--- src/rtl/frog_pkg.sv ---
// Shared frog game types: one-hot move directions {L,R,U,D} and the move
// generator state encoding, reused by the grid and the scoring logic.
package frog_pkg;

  // One-hot move direction, bit order {L,R,U,D}.
  typedef logic [3:0] dir_t;

  localparam dir_t DIR_NONE = 4'b0000;
  localparam dir_t DIR_L    = 4'b1000;
  localparam dir_t DIR_R    = 4'b0100;
  localparam dir_t DIR_U    = 4'b0010;
  localparam dir_t DIR_D    = 4'b0001;

  typedef enum logic [1:0] {
    HOLD = 2'd0,
    IDLE = 2'd1,
    MOVE = 2'd2,
    LOCK = 2'd3
  } move_state_t;

  // True when exactly one direction bit is set.
  function automatic logic is_one_hot(input dir_t v);
    return (v != DIR_NONE) && ((v & (v - 4'd1)) == DIR_NONE);
  endfunction

endpackage

--- src/rtl/key_sync.sv ---
// Parameterised-width two-flop synchroniser for raw asynchronous key levels.
// reset clears both stages so no stale key survives a reset.
module key_sync #(
  parameter int W = 4
) (
  input  logic         clock,
  input  logic         reset,
  input  logic [W-1:0] d_i,
  output logic [W-1:0] q_o
);

  logic [W-1:0] meta_q;
  logic [W-1:0] sync_q;

  // Two back-to-back capture stages with synchronous clear.
  always_ff @(posedge clock) begin
    if (reset) begin
      meta_q <= '0;
      sync_q <= '0;
    end else begin
      meta_q <= d_i;
      sync_q <= meta_q;
    end
  end

  assign q_o = sync_q;

endmodule

--- src/rtl/frog_move_gen.sv ---
// frog_move_gen: turns the four raw direction keys into clean, registered,
// single-cycle one-hot move pulses L/R/U/D for the playfield grid.
// Keys are synchronised, a single pressed key produces one pulse, moves are
// followed by a lockout window, and reset/crash/win force a full key release.
// Optional feature macro: FROG_MOVE_AUTOREPEAT_EN (auto-repeat while the same
// single key is held). Without it, HOLD only waits for release.
module frog_move_gen #(
  parameter int LOCKOUT_CYCLES = 4,
  parameter int REPEAT_CYCLES  = 8,
  parameter int CNT_W          = 4
) (
  input  logic clock,
  input  logic reset,
  input  logic keyL,
  input  logic keyR,
  input  logic keyU,
  input  logic keyD,
  input  logic crash,
  input  logic win,
  output logic L,
  output logic R,
  output logic U,
  output logic D,
  output logic busy
);

  import frog_pkg::*;

  // Reject configurations the counters cannot represent.
  if (LOCKOUT_CYCLES < 1 || REPEAT_CYCLES < 1 ||
      LOCKOUT_CYCLES > (1 << CNT_W) || REPEAT_CYCLES > (1 << CNT_W)) begin : g_bad_cfg
    $error("frog_move_gen: invalid LOCKOUT_CYCLES/REPEAT_CYCLES/CNT_W");
  end

  localparam logic [CNT_W-1:0] LOCK_LOAD = CNT_W'(LOCKOUT_CYCLES - 1);

  dir_t        k_raw;
  dir_t        k_s;
  logic        clr;

  move_state_t state_q, state_d;
  dir_t        dir_q, dir_d;
  logic [CNT_W-1:0] cnt_q, cnt_d;
  dir_t        move_q, move_d;
  logic        busy_q, busy_d;

`ifdef FROG_MOVE_AUTOREPEAT_EN
  localparam logic [CNT_W-1:0] REP_LAST = CNT_W'(REPEAT_CYCLES - 1);
  logic [CNT_W-1:0] rcnt_q, rcnt_d;
`endif

  assign k_raw = {keyL, keyR, keyU, keyD};
  assign clr   = reset | crash | win;

  key_sync #(.W(4)) u_key_sync (
    .clock (clock),
    .reset (reset),
    .d_i   (k_raw),
    .q_o   (k_s)
  );

  // Next-state, direction latch, counters and next output values.
  always_comb begin
    state_d = state_q;
    dir_d   = dir_q;
    cnt_d   = cnt_q;
`ifdef FROG_MOVE_AUTOREPEAT_EN
    rcnt_d  = rcnt_q;
`endif
    if (clr) begin
      // Any restart forces a full release before the next move.
      state_d = HOLD;
      dir_d   = DIR_NONE;
      cnt_d   = '0;
`ifdef FROG_MOVE_AUTOREPEAT_EN
      rcnt_d  = '0;
`endif
    end else begin
      case (state_q)
        HOLD: begin
          if (k_s == DIR_NONE) begin
            state_d = IDLE;
`ifdef FROG_MOVE_AUTOREPEAT_EN
            rcnt_d  = '0;
          end else if (k_s == dir_q) begin
            // Same single key still held: count out the repeat period.
            if (rcnt_q == REP_LAST) begin
              state_d = MOVE;
              rcnt_d  = '0;
            end else begin
              rcnt_d  = rcnt_q + CNT_W'(1);
            end
          end else begin
            rcnt_d  = '0;
`else
          end else begin
            state_d = HOLD;
`endif
          end
        end
        IDLE: begin
          if (is_one_hot(k_s)) begin
            dir_d   = k_s;
            state_d = MOVE;
          end else if (k_s != DIR_NONE) begin
            // Chord of keys: no move, wait for full release.
            dir_d   = DIR_NONE;
            state_d = HOLD;
          end else begin
            state_d = IDLE;
          end
        end
        MOVE: begin
          cnt_d   = LOCK_LOAD;
          state_d = LOCK;
        end
        LOCK: begin
          if (cnt_q == '0) begin
            state_d = HOLD;
          end else begin
            cnt_d   = cnt_q - CNT_W'(1);
          end
        end
        default: begin
          state_d = HOLD;
          dir_d   = DIR_NONE;
          cnt_d   = '0;
        end
      endcase
    end
    // Outputs are registered from the next state so the pulse lines up with MOVE.
    move_d = (state_d == MOVE) ? dir_d : DIR_NONE;
    busy_d = (state_d != IDLE);
  end

  // State, counters and output registers with synchronous reset.
  always_ff @(posedge clock) begin
    if (reset) begin
      state_q <= HOLD;
      dir_q   <= DIR_NONE;
      cnt_q   <= '0;
      move_q  <= DIR_NONE;
      busy_q  <= 1'b1;
`ifdef FROG_MOVE_AUTOREPEAT_EN
      rcnt_q  <= '0;
`endif
    end else begin
      state_q <= state_d;
      dir_q   <= dir_d;
      cnt_q   <= cnt_d;
      move_q  <= move_d;
      busy_q  <= busy_d;
`ifdef FROG_MOVE_AUTOREPEAT_EN
      rcnt_q  <= rcnt_d;
`endif
    end
  end

  assign L    = move_q[3];
  assign R    = move_q[2];
  assign U    = move_q[1];
  assign D    = move_q[0];
  assign busy = busy_q;

endmodule

--- config.mk ---
export PLATFORM = sky130hd
export DESIGN_NAME = frog_move_gen
export DESIGN_NICKNAME = d
export VERILOG_FILES = /design/src/rtl/frog_pkg.sv /design/src/rtl/key_sync.sv /design/src/rtl/frog_move_gen.sv
export SDC_FILE = /design/constraint.sdc
export NUM_CORES = 1
export LEC_CHECK = 0
export CAP_MARGIN = 20
export CORE_MARGIN = 3
export CORE_UTILIZATION = 51
export CTS_CLUSTER_SIZE = 16
export DETAILED_ROUTE_END_ITERATION = 7
export PLACE_DENSITY = 0.73
export SLEW_MARGIN = 15
export SYNTH_ARGS = -nofsm -noshare
export SYNTH_HDL_FRONTEND = slang
export SYNTH_SLANG_ARGS = --single-unit
--- constraint.sdc ---
create_clock -name clock -period 2.2 [get_ports clock]
set_clock_uncertainty 0.1 [all_clocks]
set_input_delay 0.33 -clock clock [delete_from_list [all_inputs] [get_ports clock]]
set_output_delay 0.33 -clock clock [all_outputs]
set_load 0.05 [all_outputs]
* Word level (Yosys, flattened, before mapping)
Cells that the tools add are included.
Cells by class: add/subtract/negate cells 2, reduce and logical (&&, ||, !) cells 10, bitwise operators 4, muxes and demuxes 12, equality and inequality tests 6
Operator list (count):
- $mux 4 | 5
- $logic_not 4->1 | 3
- $pmux 2 s4 | 1
- $pmux 4 s2 | 1
- $sub 4x1->4 const B | 2
- $eq 2x2->1 const B | 3
- $mux 2 | 3
- $and 4x4->4 | 1
- $reduce_bool 4->1 | 1
- $reduce_or 2->1 | 2
- $eq 2x1->1 const B | 1
- $logic_not 2->1 | 1
- $mux 1 | 2
- $ne 2x1->1 const B | 1
- $ne 2x2->1 const B | 1
- $or 1x1->1 | 2
- $reduce_and 2->1 | 1
- $reduce_bool 2->1 | 1
- $logic_and 1x1->1 | 1
- $not 1->1 | 1
Storage, ports and cells: logic and storage cells 41, bits of input ports 8, output and inout bits 5, register bits after elaboration 23

* Logic depth before layout (Yosys ltp)
Gate-level depths: netlist of the first run.
word-level depth 10, depth in mapped cells 5, depth with buffers taken out 5

* Hierarchy
A second synthesis of the first run with hierarchy kept.
Second synthesis, totals: cell total of the unflattened synthesis 78, area total of the unflattened synthesis 750.7 µm²
By module, submodules not included:
- frog_move_gen | area each 540.5 µm², instances 1, cells an instance 62, seq. area each 240.2 µm²
- key_sync | area each 210.2 µm², instances 1, cells an instance 16, seq. area each 160.2 µm²

* Least setup slack after synthesis of the first run
OpenSTA, ideal clock, no wires.
path kind register to register, start register cnt_q[0], end register cnt_q[3], setup time 0.074 ns, arrival time 1.340 ns, required time 2.026 ns, clock period less this slack 1.514 ns, buffers on the path 0, stages on the path, launching flop included 6, path slack 0.686 ns, path through dfxtp_1 -> inv_1 -> ha_1 -> nor2b_1 -> or4_1 -> a31oi_1
On the way: longest elaborated chain between the ends 3, elaborated cells on any way between the ends 6, those cells by class add/sub: 1; eq/ne: 1; mux: 2; reduce/logical: 2
Ends and longest elaborated chain:
- from (decl) | RTL line frog_move_gen.sv:43 | logic [CNT_W-1:0] cnt_q, cnt_d;
- from (signal assigned) | RTL line frog_move_gen.sv:150 | cnt_q <= cnt_d;
- $sub 4x1->4 / $logic_not 4->1 (equally long branches) | RTL line frog_move_gen.sv:121, frog_move_gen.sv:118
- $mux 4 / $ne 2x2->1 (equally long branches)
- $pmux 4 s2 / $reduce_and 2->1 (equally long branches)
Parallel ways exist; a longest one is shown, timed or not. The select of a mux whose other input is x is not followed. A chain may end at the register's enable or synchronous reset.

* Worst setup path in the final report of the first run
start register busy_q, in the netlist busy, end output port busy
RTL lines:
- from (decl) | RTL line frog_move_gen.sv:45 | logic busy_q, busy_d;
- from (signal assigned) | RTL line frog_move_gen.sv:152 | busy_q <= busy_d;
- to (decl) | RTL line frog_move_gen.sv:24 | output logic busy
No word-level cell between the ends.

==> impl_table.tex, run 1 <==
\begin{tabular}{lr}
\hline
Metric & Value \\
\hline
\multicolumn{2}{l}{\textbf{Run status}} \\
Outcome & finished clean \\
\multicolumn{2}{l}{\textbf{Final layout}} \\
Synthesis-to-finish area growth & 15.8\% \\
Total Nets Final & around 120 \\
Most frequent cells in the layout & 22 x sky130\_fd\_sc\_hd\_\_dfxtp\_1, 12 x sky130\_fd\_sc\_hd\_\_clkdlybuf4s50\_1, 11 x sky130\_fd\_sc\_hd\_\_nor2b\_1 \\
Layout cells sized above 1 & under 10\% \\
Fill cell count & 138 \\
Antenna diodes & 0 \\
Post-layout instance count excluding filler cells & 123 \\
Most frequent standard cell in the layout excluding fill and tap cells & sky130\_fd\_sc\_hd\_\_dfxtp\_1 \\
\multicolumn{2}{l}{\textbf{Power and ir drop}} \\
Internal power component & 0.499 mW \\
Power, Total & approximately 0.64 mW \\
Net switching power of the design & roughly 0.14 mW \\
Lkg Pwr & 0.353 nW \\
Sequential group share of total power & 65.2\% \\
Peak supply drop & 0.000487 V \\
Sw Share & 21.7\% \\
Part of the power in combinational logic & 7.6\% \\
Cell area power density & 621 nW/µm² \\
Clk pwr share & 27.2\% \\
\multicolumn{2}{l}{\textbf{Route}} \\
\# DRC & 0 \\
Metal-1 WL & 690 µm \\
Uppermost layer routed & met4 \\
Number of routed nets with antenna violations & 0 \\
Vias per inst & 5.57 \\
Routed met2 length & 622 µm \\
Total routed wirelength & about 1400 µm \\
Number of detailed-routing iterations run before antenna repair & 4 \\
Via Count & 685 \\
Detailed-routed wire length on met3 & approximately 100 µm \\
Wire length per cell after detailed routing & 11.7 µm \\
Drt initial violations & 12 \\
\multicolumn{2}{l}{\textbf{Worst setup path}} \\
Worst Path Required & 1770 ps \\
Critical Path End Type & primary output \\
Buffering stage count on the worst path with inverters included & 1 \\
Data arrival time of the worst path & 1440 ps \\
Startpoint type of the worst setup path & register \\
Cell at the slowest stage of the critical path & sky130\_fd\_sc\_hd\_\_clkdlybuf4s50\_1 \\
Critical path type & reg2out \\
Delay of the slowest critical-path stage & 800 ps \\
Startpoint of the worst register-to-register path & cnt\_q[0] \\
CP delay by family, top & buffers and inverters \\
Series of cell instances along the critical path & clkdlybuf4s50\_1 \\
Register-to-Register Setup Slack & 580 ps \\
Highest fanout seen on the critical path & 1 \\
Reg-to-reg critical path endpoint & cnt\_q[3] \\
Worst reg-to-reg path cell count & 5 \\
\multicolumn{2}{l}{\textbf{CTS}} \\
Clock tree from TritonCTS & yes \\
CTS-repair resized insts & 0 \\
Clock Tree Root & sky130\_fd\_sc\_hd\_\_clkbuf\_4 \\
Clock-pin transition on the worst setup and hold timing paths & 110 ps \\
Number of buffers on the longest clock path & 2 \\
Sink Count & 22 \\
Post-CTS Setup Repair Bufs & 0 \\
Number of buffers inserted for hold repair after clock tree synthesis & 0 \\
H-tree depth & 1 \\
Clock insertion delay at the later pin of the skew report & around 300 ps \\
TritonCTS Buffers & 3 \\
\multicolumn{2}{l}{\textbf{Placed design}} \\
Placed cells & 120 \\
Buffers on Ports & 12 \\
Post-Place Worst Slack & 483 ps \\
Post-DP HPWL & 1080 µm \\
RD Place Congestion & just under 0.8 \\
\multicolumn{2}{l}{\textbf{STA}} \\
Share of the clock period used by the worst path & 85.0\% \\
Post-route worst setup slack & 329 ps \\
Final Max Slew Viols & 0 \\
Final number of setup-violating endpoints & 0 \\
FMAX & 0.535 GHz \\
Hold Violations, Final & 0 \\
Setup tns final & 0 ps \\
Transition at the pin with the smallest max-transition slack & roughly 500 ps \\
Fin Hold WS & 347 ps \\
Post-route minimum period & 1870 ps \\
Worst slew margin relative to its limit & 66.5\% \\
RSZ-0062 raised after global routing & no \\
\multicolumn{2}{l}{\textbf{Global route}} \\
Number of global-route vias before repair & 541 \\
Number of antenna violations at the first check in global routing & 0 \\
Largest net degree at the start of global routing & 12 \\
Global-route wire length before repair & about 2300 µm \\
Total overflow reported by the global router & 0 \\
Global-route total usage across every layer & 15.1\% \\
\multicolumn{2}{l}{\textbf{Hold path}} \\
Hold path startpoint & u\_key\_sync.meta\_q[0] \\
Hold Path Depth & 1 \\
Destination of the worst hold path & u\_key\_sync.q\_o[0] \\
Kind of path behind the tightest hold check & reg2reg \\
\multicolumn{2}{l}{\textbf{Logic synthesis}} \\
Flip-flop and latch count after synthesis & 22 \\
Post-synth top area share & 49.7\% \\
Largest area contributor in the synthesized netlist & sky130\_fd\_sc\_hd\_\_dfxtp\_1 \\
Yosys warning count & 0 \\
Syn\_area\_per\_cell & 9.13 µm² \\
Area of the mapped netlist & 886 µm² \\
Post-synthesis instance total & 97 \\
Distinct cells, synth & 29 \\
Biggest area contributors in the synthesized netlist & sky130\_fd\_sc\_hd\_\_dfxtp\_1 50\%, sky130\_fd\_sc\_hd\_\_nor2b\_1 7.8\%, sky130\_fd\_sc\_hd\_\_nor3\_1 5.1\%, sky130\_fd\_sc\_hd\_\_and3b\_1 3.0\%, sky130\_fd\_sc\_hd\_\_nand2\_1 2.1\% \\
Sequential cell area fraction in the yosys report & 49.7\% \\
Net count after synthesis & 106 \\
\multicolumn{2}{l}{\textbf{Run}} \\
Max-cap violations & 0 \\
\multicolumn{2}{l}{\textbf{Die}} \\
Die area & 2270 µm² \\
Standard cell core area & roughly 1600 µm² \\
Die Span Y & between 40 and 50 µm \\
Top Ports & 13 \\
Initial cell density of the core & 56.2\% \\
Die width & 47.7 µm \\
Site row count & 14 \\
\hline
\end{tabular}
==> cell families (layout without fill, tap and decap cells) <==
logic type / count (synthesis) / count (layout) / synth area share (%)
XOR/XNOR: 1 / 1 / 0.989
adder cells (fa/ha/maj): 1 / 1 / 1.41
flip-flops: 22 / 22 / 49.7
buffers and inverters: 11 / 21 / 5.93
AND/OR/NAND/NOR: 48 / 48 / 32.2
AO/OA/AOI/OAI: 14 / 14 / 9.75
==> per-stage QoR <==
stage          util [%]  cell area (µm²)
2_1_floorplan         -              886
3_3_place_gp       63.7             1000
3_5_place_dp       63.7             1000
4_1_cts            65.1             1030
5_1_grt            65.1             1030
6_report           65.1             1030
==> power groups by stage <==
stage,sequential [mW],clock (mW),combinational (mW)
after floorplan,0.419,0,0.0341
after global placement,0.425,0,0.0482
after detailed placement,0.425,0,0.0487
after CTS,0.416,0.184,0.0488
after global routing,0.418,0.199,0.0546
final,0.416,0.173,0.0485
==> area by class of cell <==
cell class / instances / area [µm²] / area share (%)
multi-input cells: 64 / 393 / 38.3
well taps: 16 / 20.0 / 1.95
inverters: 4 / 15.0 / 1.46
flip-flops and latches: 22 / 440 / 42.9
clock buffers: 3 / 22.5 / 2.20
repair buffers: 14 / 135 / 13.2
==> cells in the mapped netlist <==
cell type                   instances
sky130_fd_sc_hd__a211oi_1           1
sky130_fd_sc_hd__a21oi_1            3
sky130_fd_sc_hd__a221oi_1           1
sky130_fd_sc_hd__a31oi_1            2
sky130_fd_sc_hd__and3b_1            3
sky130_fd_sc_hd__buf_2              2
sky130_fd_sc_hd__buf_6              1
sky130_fd_sc_hd__clkbuf_1           3
sky130_fd_sc_hd__clkbuf_2           1
sky130_fd_sc_hd__dfxtp_1           22
sky130_fd_sc_hd__ha_1               1
sky130_fd_sc_hd__inv_1              4
sky130_fd_sc_hd__nand2_1            5
sky130_fd_sc_hd__nand2b_1           2
sky130_fd_sc_hd__nand3_1            3
sky130_fd_sc_hd__nand4_1            1
sky130_fd_sc_hd__nand4bb_1          1
sky130_fd_sc_hd__nor2_1             5
sky130_fd_sc_hd__nor2b_1           11
sky130_fd_sc_hd__nor3_1             9
sky130_fd_sc_hd__nor3b_1            1
sky130_fd_sc_hd__nor4b_1            2
sky130_fd_sc_hd__o2111ai_1          1
sky130_fd_sc_hd__o21ai_0            3
sky130_fd_sc_hd__o22ai_1            3
sky130_fd_sc_hd__or3_1              3
sky130_fd_sc_hd__or4_1              1
sky130_fd_sc_hd__or4_4              1
sky130_fd_sc_hd__xor2_1             1
==> state kept, by name, indices dropped and copies added (netlist names) <==
register and cells:
move_q 4, busy 1, u_key_sync.q_o 4, state_q 2
u_key_sync.meta_q 4, cnt_q 4, dir_q 3
==> per-layer routing <==
layer  track usage (%)  vias to the layer above
li1                  -                      363
met1              18.9                      296
met2              22.5                       22
met3              6.77                        4
met4              6.45                        0
met5                 0                        -
==> worst max path at each step <==
stage / startpoint / endpoint / cells past startpoint
floorplan: cnt_q[0] / cnt_q[3] / 5
global placement: reset / busy / 3
detailed placement: reset / busy / 3
CTS: busy / busy / 1
global route: busy / busy / 1
finish: busy / busy / 1
Note: power is estimated with default switching activity, not from simulation.
==> inputs of run 2 (changes only) <==
--- a/config.mk
+++ b/config.mk
@@ -6,12 +6,14 @@
 export NUM_CORES = 1
 export LEC_CHECK = 0
 export CAP_MARGIN = 20
+export CORE_ASPECT_RATIO = 0.9
 export CORE_MARGIN = 3
 export CORE_UTILIZATION = 51
+export CTS_CLUSTER_DIAMETER = 30
 export CTS_CLUSTER_SIZE = 16
 export DETAILED_ROUTE_END_ITERATION = 7
 export PLACE_DENSITY = 0.73
-export SLEW_MARGIN = 15
+export SLEW_MARGIN = 0
 export SYNTH_ARGS = -nofsm -noshare
 export SYNTH_HDL_FRONTEND = slang
 export SYNTH_SLANG_ARGS = --single-unit
==> run 2 against run 1 <==
- flip-flop and latch count unchanged
- die area barely moved
- core utilization rose by 3.7 points
- clock power increased by 73%
- setup slack gained 25 ps
- final cell count is 5.7% higher
- clock-buffer cell count stayed put
- wire length rose by 10%
==> impl_table.tex, run 2 (synthesis results as in run 1) <==
\begin{tabular}{lr}
\hline
Metric & Value \\
\hline
\multicolumn{2}{l}{\textbf{Worst setup path}} \\
Critical path type & reg2out \\
Highest fanout seen on the critical path & 1 (unchanged) \\
Register-to-Register Setup Slack & 540 ps (-40 ps) \\
Reg-to-reg critical path endpoint & cnt\_q[3] \\
Number of stages on the worst setup path & 1 (unchanged) \\
Critical Path End Type & primary output \\
Data arrival time of the worst path & 1420 ps (-20 ps) \\
Series of cell instances along the critical path & clkdlybuf4s50\_1 \\
Buffering stage count on the worst path with inverters included & 1 (unchanged) \\
Delay of the slowest critical-path stage & 800 ps (about the same) \\
Cell at the slowest stage of the critical path & sky130\_fd\_sc\_hd\_\_clkdlybuf4s50\_1 \\
Startpoint type of the worst setup path & register \\
Worst reg-to-reg path cell count & 5 (unchanged) \\
CP delay by family, top & buffers and inverters \\
Startpoint of the worst register-to-register path & cnt\_q[0] \\
Worst Path Required & 1770 ps (about the same) \\
\multicolumn{2}{l}{\textbf{CTS}} \\
Number of buffers inserted for hold repair after clock tree synthesis & 0 (unchanged) \\
Number of buffers on the longest clock path & 2 (unchanged) \\
Clock Tree Root & sky130\_fd\_sc\_hd\_\_clkbuf\_4 \\
H-tree depth & 1 (unchanged) \\
Clock insertion delay at the later pin of the skew report & 310 ps (about the same) \\
Clock tree from TritonCTS & yes \\
CTS-repair resized insts & 0 (unchanged) \\
TritonCTS Buffers & 3 (unchanged) \\
Sink Count & 22 (unchanged) \\
Clock-pin transition on the worst setup and hold timing paths & 120 ps (about the same) \\
Post-CTS Setup Repair Bufs & 0 (unchanged) \\
\multicolumn{2}{l}{\textbf{STA}} \\
Final number of setup-violating endpoints & 0 (unchanged) \\
Hold Violations, Final & 0 (unchanged) \\
Final Max Slew Viols & 0 (unchanged) \\
FMAX & 0.542 GHz (+1.3\%) \\
Transition at the pin with the smallest max-transition slack & 499 ps (-1.13 ps) \\
Post-route minimum period & 1850 ps (-24.5 ps) \\
RSZ-0062 raised after global routing & no \\
Share of the clock period used by the worst path & 83.9\% (-1.1 points) \\
Worst slew margin relative to its limit & 66.6\% (+0.076 points) \\
Setup tns final & 0 ps (unchanged) \\
\multicolumn{2}{l}{\textbf{Run status}} \\
Outcome & finished clean \\
\multicolumn{2}{l}{\textbf{Placed design}} \\
Buffers on Ports & 12 (unchanged) \\
Area after detailed placement & 1010 µm² (+0.75\%) \\
Post-DP HPWL & 1160 µm (+7.5\%) \\
RD Place Congestion & 0.818 (+6.3\%) \\
\multicolumn{2}{l}{\textbf{Route}} \\
Number of routed nets with antenna violations & 0 (unchanged) \\
Total routed wirelength & 1580 µm (+10\%) \\
\# DRC & 0 (unchanged) \\
Via Count & 709 (+3.5\%) \\
Wire length per cell after detailed routing & 12.2 µm (+4.4\%) \\
Number of detailed-routing iterations run before antenna repair & 4 (unchanged) \\
Drt initial violations & 14 (+2) \\
Vias per inst & 5.45 (-2.1\%) \\
\multicolumn{2}{l}{\textbf{Final layout}} \\
Layout cells sized above 1 & 6.48\% (+0.87 points) \\
Post-route cell area & 1060 µm² (+3.7\%) \\
Most frequent standard cell in the layout excluding fill and tap cells & sky130\_fd\_sc\_hd\_\_dfxtp\_1 \\
Synthesis-to-finish area growth & 20.1\% \\
Antenna diodes & 0 (unchanged) \\
Total Nets Final & 118 (unchanged) \\
Most frequent cells in the layout & 22 x sky130\_fd\_sc\_hd\_\_dfxtp\_1, 12 x sky130\_fd\_sc\_hd\_\_clkdlybuf4s50\_1, 11 x sky130\_fd\_sc\_hd\_\_nor2b\_1 \\
\multicolumn{2}{l}{\textbf{Hold path}} \\
Kind of path behind the tightest hold check & reg2reg \\
Destination of the worst hold path & u\_key\_sync.q\_o[1] \\
Hold path startpoint & u\_key\_sync.meta\_q[1] \\
Hold Path Depth & 1 (unchanged) \\
\multicolumn{2}{l}{\textbf{Global route}} \\
Number of global-route vias before repair & 627 (+16\%) \\
Total overflow reported by the global router & 0 (unchanged) \\
Largest net degree at the start of global routing & 14 (+2) \\
Number of antenna violations at the first check in global routing & 0 (unchanged) \\
Global-route wire length before repair & 2830 µm (+22\%) \\
Global-route total usage across every layer & 17.2\% (+2.1 points) \\
\multicolumn{2}{l}{\textbf{Die}} \\
Site row count & 13 (-1) \\
Die width & 49.9 µm (+4.7\%) \\
Top Ports & 13 (unchanged) \\
Initial cell density of the core & 57.3\% (+1.1 points) \\
Standard cell core area & 1550 µm² (-2.0\%) \\
Die area & 2270 µm² (about the same) \\
Die Span Y & 45.5 µm (-4.5\%) \\
\multicolumn{2}{l}{\textbf{Power and ir drop}} \\
Peak supply drop & 0.000458 V (-6.1\%) \\
Power, Total & 0.767 mW (+20\%) \\
Cell area power density & 721 nW/µm² (+16\%) \\
Lkg Pwr & 0.368 nW (+4.0\%) \\
\multicolumn{2}{l}{\textbf{Run}} \\
Max-cap violations & 0 (unchanged) \\
\hline
\end{tabular}
run 2: per-layer routing:
metal | part of all wire (%) | routed length, µm | vias up | global-route usage (%)
met4 | 0.76 | 12 | 0 | 6.63
met1 | 47 | 746 | 319 | 22.5
met3 | 7.4 | 117 | 2 | 6.89
met5 | 0 | 0 | - | 0
met2 | 45 | 706 | 27 | 25.6
li1 | - | - | 361 | -
run 2: power by group:
group | switching [mW] | total [mW] | internal (mW)
Combinational | 0.0217 | 0.0504 | 0.0287
Clock | 0.116 | 0.300 | 0.184
Sequential | 0.00949 | 0.416 | 0.407
Total | 0.147 | 0.767 | 0.620
run 2: worst register-to-register path, cell delays in order (launching register included):
cell	delay [ps]
sky130_fd_sc_hd__dfxtp_1	370
sky130_fd_sc_hd__inv_1	70
sky130_fd_sc_hd__ha_1	240
sky130_fd_sc_hd__nor2b_1	160
sky130_fd_sc_hd__or4_1	490
sky130_fd_sc_hd__a31oi_1	170
run 2: how the worst max path moves through the flow:
| stage | slack (ps) | to | startpoint |
|---|---|---|---|
| 6_report | 350 | R | move_q[2] |
| 5_1_grt | 290 | D | move_q[0] |
| 4_1_cts | 330 | R | move_q[2] |
| 3_5_place_dp | 460 | cnt_q[1] | reset |
| 3_3_place_gp | 500 | busy | crash |
| 2_1_floorplan | 690 | cnt_q[3] | cnt_q[0] |
run 2: metrics by stage:
| step | cells | hold slack, ps | utilization [%] | setup WS [ps] |
|---|---|---|---|---|
| floorplan | 97 | 302 | - | 686 |
| global placement | 126 | 318 | 65.4 | 501 |
| detailed placement | 126 | 325 | 65.4 | 461 |
| CTS | 130 | 355 | 68.8 | 333 |
| global route | 130 | 374 | 68.8 | 292 |
| finish | 130 | 351 | 68.8 | 354 |
run 2: cell type report:
cell class / count / area (µm²)
multi-input combinational: 64 / 393
clock buffer: 3 / 22.5
timing repair buffer: 14 / 135
clock inverter: 1 / 30.0
fill: 124 / 482
inverter: 4 / 15.0
sequential: 22 / 440
tap: 22 / 27.5
==> inputs of run 3 (changes only) <==
--- a/config.mk
+++ b/config.mk
@@ -8,11 +8,11 @@
 export CAP_MARGIN = 20
 export CORE_ASPECT_RATIO = 0.9
 export CORE_MARGIN = 3
-export CORE_UTILIZATION = 51
+export CORE_UTILIZATION = 46
 export CTS_CLUSTER_DIAMETER = 30
 export CTS_CLUSTER_SIZE = 16
 export DETAILED_ROUTE_END_ITERATION = 7
-export PLACE_DENSITY = 0.73
+export PLACE_DENSITY = 0.69
 export SLEW_MARGIN = 0
 export SYNTH_ARGS = -nofsm -noshare
 export SYNTH_HDL_FRONTEND = slang
==> constraint.sdc (replaced) <==
create_clock -name clock -period 1.5 [get_ports clock]
set_clock_uncertainty 0.1 [all_clocks]
set_input_delay 0.225 -clock clock [delete_from_list [all_inputs] [get_ports clock]]
set_output_delay 0.225 -clock clock [all_outputs]
set_load 0.05 [all_outputs]
==> run 3 against run 2 <==
- the flow now finishes with violations (negative setup slack)
- power up 48%
- first-iteration DRC count down 7.1%
- wire length down 1.2%
- clock power up 49%
- final cell count up 6.2%
- setup slack worse by 390 ps
- largest power group unchanged
==> impl_table.tex, run 3 (synthesis results as in run 1) <==
\begin{tabular}{lr}
\hline
Metric & Value \\
\hline
\multicolumn{2}{l}{\textbf{Run status}} \\
Outcome & complete, but fails checks \\
Failing checks & negative setup slack \\
\multicolumn{2}{l}{\textbf{Power and ir drop}} \\
Internal power component & 0.916 mW (+48\%) \\
Clk pwr share & 39.2\% (about the same) \\
Cell area power density & 962 nW/µm² (+33\%) \\
Net switching power of the design & 0.221 mW (+50\%) \\
Sw Share & 19.5\% (+0.24 points) \\
Peak supply drop & 0.000825 V (+80\%) \\
Part of the power in combinational logic & 7.6\% (+1.0 points) \\
Sequential group share of total power & 53.2\% (-1.0 points) \\
Lkg Pwr & 0.427 nW (+16\%) \\
\multicolumn{2}{l}{\textbf{Die}} \\
Die width & 52.3 µm (+4.7\%) \\
Top Ports & 13 (unchanged) \\
Die area & 2490 µm² (+9.5\%) \\
Site row count & 14 (+1) \\
Initial cell density of the core & 50.6\% (-6.8 points) \\
Die Span Y & 47.6 µm (+4.6\%) \\
Standard cell core area & 1750 µm² (+13\%) \\
\multicolumn{2}{l}{\textbf{Global route}} \\
Global-route wire length before repair & 2700 µm (-4.4\%) \\
Largest net degree at the start of global routing & 14 (unchanged) \\
Total overflow reported by the global router & 0 (unchanged) \\
Number of antenna violations at the first check in global routing & 0 (unchanged) \\
Number of global-route vias before repair & 654 (+4.3\%) \\
Global-route total usage across every layer & 15.1\% (-2.1 points) \\
\multicolumn{2}{l}{\textbf{Hold path}} \\
Hold Path Depth & 2 (+1) \\
Kind of path behind the tightest hold check & in2reg \\
Hold path startpoint & keyL \\
Destination of the worst hold path & u\_key\_sync.meta\_q[3] \\
\multicolumn{2}{l}{\textbf{Route}} \\
Total routed wirelength & 1560 µm (-1.2\%) \\
Vias per inst & 5.33 (-2.2\%) \\
\# DRC & 0 (unchanged) \\
Drt initial violations & 13 (-1) \\
Number of routed nets with antenna violations & 0 (unchanged) \\
Number of detailed-routing iterations run before antenna repair & 4 (unchanged) \\
Wire length per cell after detailed routing & 11.3 µm (-6.9\%) \\
Via Count & 736 (+3.8\%) \\
\multicolumn{2}{l}{\textbf{Worst setup path}} \\
Critical Path End Type & register \\
Delay of the slowest critical-path stage & 500 ps (-300 ps) \\
Data arrival time of the worst path & 1680 ps (+260 ps) \\
Startpoint type of the worst setup path & register \\
Highest fanout seen on the critical path & 2 (+1) \\
Cell at the slowest stage of the critical path & sky130\_fd\_sc\_hd\_\_or4\_1 \\
Reg-to-reg critical path endpoint & cnt\_q[3] \\
Worst reg-to-reg path cell count & 5 (unchanged) \\
Series of cell instances along the critical path & inv\_1 > ha\_2 > nor2b\_1 > or4\_1 > a31oi\_1 \\
Worst Path Required & 1640 ps (-130 ps) \\
Critical path type & reg2reg \\
Startpoint of the worst register-to-register path & cnt\_q[1] \\
Register-to-Register Setup Slack & -40 ps (-580 ps) \\
\multicolumn{2}{l}{\textbf{Placed design}} \\
Post-DP HPWL & 1140 µm (-1.9\%) \\
Buffers on Ports & 12 (unchanged) \\
RD Place Congestion & 0.771 (-5.8\%) \\
\multicolumn{2}{l}{\textbf{Final layout}} \\
Antenna diodes & 0 (unchanged) \\
Layout cells sized above 1 & 20.2\% (+14 points) \\
Most frequent standard cell in the layout excluding fill and tap cells & sky130\_fd\_sc\_hd\_\_dfxtp\_1 \\
Total Nets Final & 124 (+5.1\%) \\
Most frequent cells in the layout & 21 x sky130\_fd\_sc\_hd\_\_dfxtp\_1, 11 x sky130\_fd\_sc\_hd\_\_nor2b\_1, 9 x sky130\_fd\_sc\_hd\_\_nor3\_1 \\
Synthesis-to-finish area growth & 33.5\% \\
Post-layout utilization of the core & 67.5\% (-1.3 points) \\
\multicolumn{2}{l}{\textbf{STA}} \\
Final Max Slew Viols & 0 (unchanged) \\
Fin Hold WS & 350 ps (-0.429 ps) \\
Worst slew margin relative to its limit & 76.6\% (+9.9 points) \\
FMAX & 0.650 GHz \\
Hold Violations, Final & 0 (unchanged) \\
RSZ-0062 raised after global routing & yes \\
Share of the clock period used by the worst path & 103\% \\
Post-route minimum period & 1540 ps \\
Transition at the pin with the smallest max-transition slack & 350 ps (-150 ps) \\
Final number of setup-violating endpoints & 1 (+1) \\
Setup tns final & -38.8 ps (-38.8 ps) \\
Post-route worst setup slack & -38.8 ps (-392 ps) \\
\multicolumn{2}{l}{\textbf{CTS}} \\
Number of buffers on the longest clock path & 2 (unchanged) \\
Clock insertion delay at the later pin of the skew report & 310 ps (about the same) \\
Clock tree from TritonCTS & yes \\
Clock-pin transition on the worst setup and hold timing paths & 120 ps (about the same) \\
Number of buffers inserted for hold repair after clock tree synthesis & 0 (unchanged) \\
H-tree depth & 1 (unchanged) \\
Sink Count & 22 (unchanged) \\
TritonCTS Buffers & 3 (unchanged) \\
Clock Tree Root & sky130\_fd\_sc\_hd\_\_clkbuf\_4 \\
\multicolumn{2}{l}{\textbf{Run}} \\
Max-cap violations & 0 (unchanged) \\
\hline
\end{tabular}
==> run 3: metrics by stage <==
| step | std cells | setup slack [ps] | power (mW) | area (µm²) |
|---|---|---|---|---|
| 2_1_floorplan | 97 | 19.2 | 0.665 | 888 |
| 3_3_place_gp | 134 | -80.0 | 0.703 | 1110 |
| 3_5_place_dp | 134 | -137 | 0.703 | 1110 |
| 4_1_cts | 138 | -30.0 | 1.15 | 1170 |
| 5_1_grt | 138 | -112 | 1.19 | 1180 |
| 6_report | 138 | -38.8 | 1.14 | 1180 |
==> run 3: per-layer routing <==
layer  GRT usage, %  wire length (µm)  part of all wire, %  vias to the layer above
met2           25.3               715                   46                       21
met1           18.3               767                   49                      339
met3           6.54                80                  5.1                        0
li1               -                 -                    -                      376
met5              0                 0                    0                        -
met4           3.06                 0                    0                        0
==> run 3: worst max-delay path by stage <==
stage / slack (ps) / depth (start not counted) / to / start
floorplan: 20 / 5 / cnt_q[3] / cnt_q[0]
global placement: -80 / 3 / busy / reset
detailed placement: -140 / 4 / cnt_q[1] / reset
CTS: -30 / 5 / cnt_q[3] / cnt_q[0]
global route: -110 / 5 / cnt_q[3] / cnt_q[0]
finish: -40 / 5 / cnt_q[3] / cnt_q[1]
==> run 3: power groups by stage <==
| stage | registers, mW | clock network, mW | logic, mW |
|---|---|---|---|
| after floorplan | 0.615 | 0 | 0.0501 |
| after global placement | 0.617 | 0 | 0.0856 |
| after detailed placement | 0.618 | 0 | 0.0855 |
| after CTS | 0.605 | 0.457 | 0.0861 |
| after global routing | 0.608 | 0.491 | 0.0960 |
| final | 0.605 | 0.446 | 0.0869 |
==> run 3: timing repair <==
action                                 4_1_cts  5_1_grt
setup endpoints to repair                    2        6
resized for setup                            2        2
pin swaps                                    1        0
buffers inserted                             0        0
endpoints found under the hold margin        0        0
==> run 3: layout make-up <==
cell class | count | area (µm²)
multi-input cells | 64 | 413
clock buffers | 3 | 22.5
repair buffers | 20 | 230
well taps | 24 | 30.0
clock inverters | 1 | 30.0
flip-flops and latches | 22 | 442
inverters | 4 | 15.0
fillers | 145 | 569
==> run 3: worst max-delay path, delay by kind of cell, from the launching register on <==
family                     cells  cell delay [ps]
AOI/OAI and AO/OA              1              140
buffers and inverters          1               70
adders and majority gates      1              170
DFF                            1              360
and+or+nand+nor                2              630
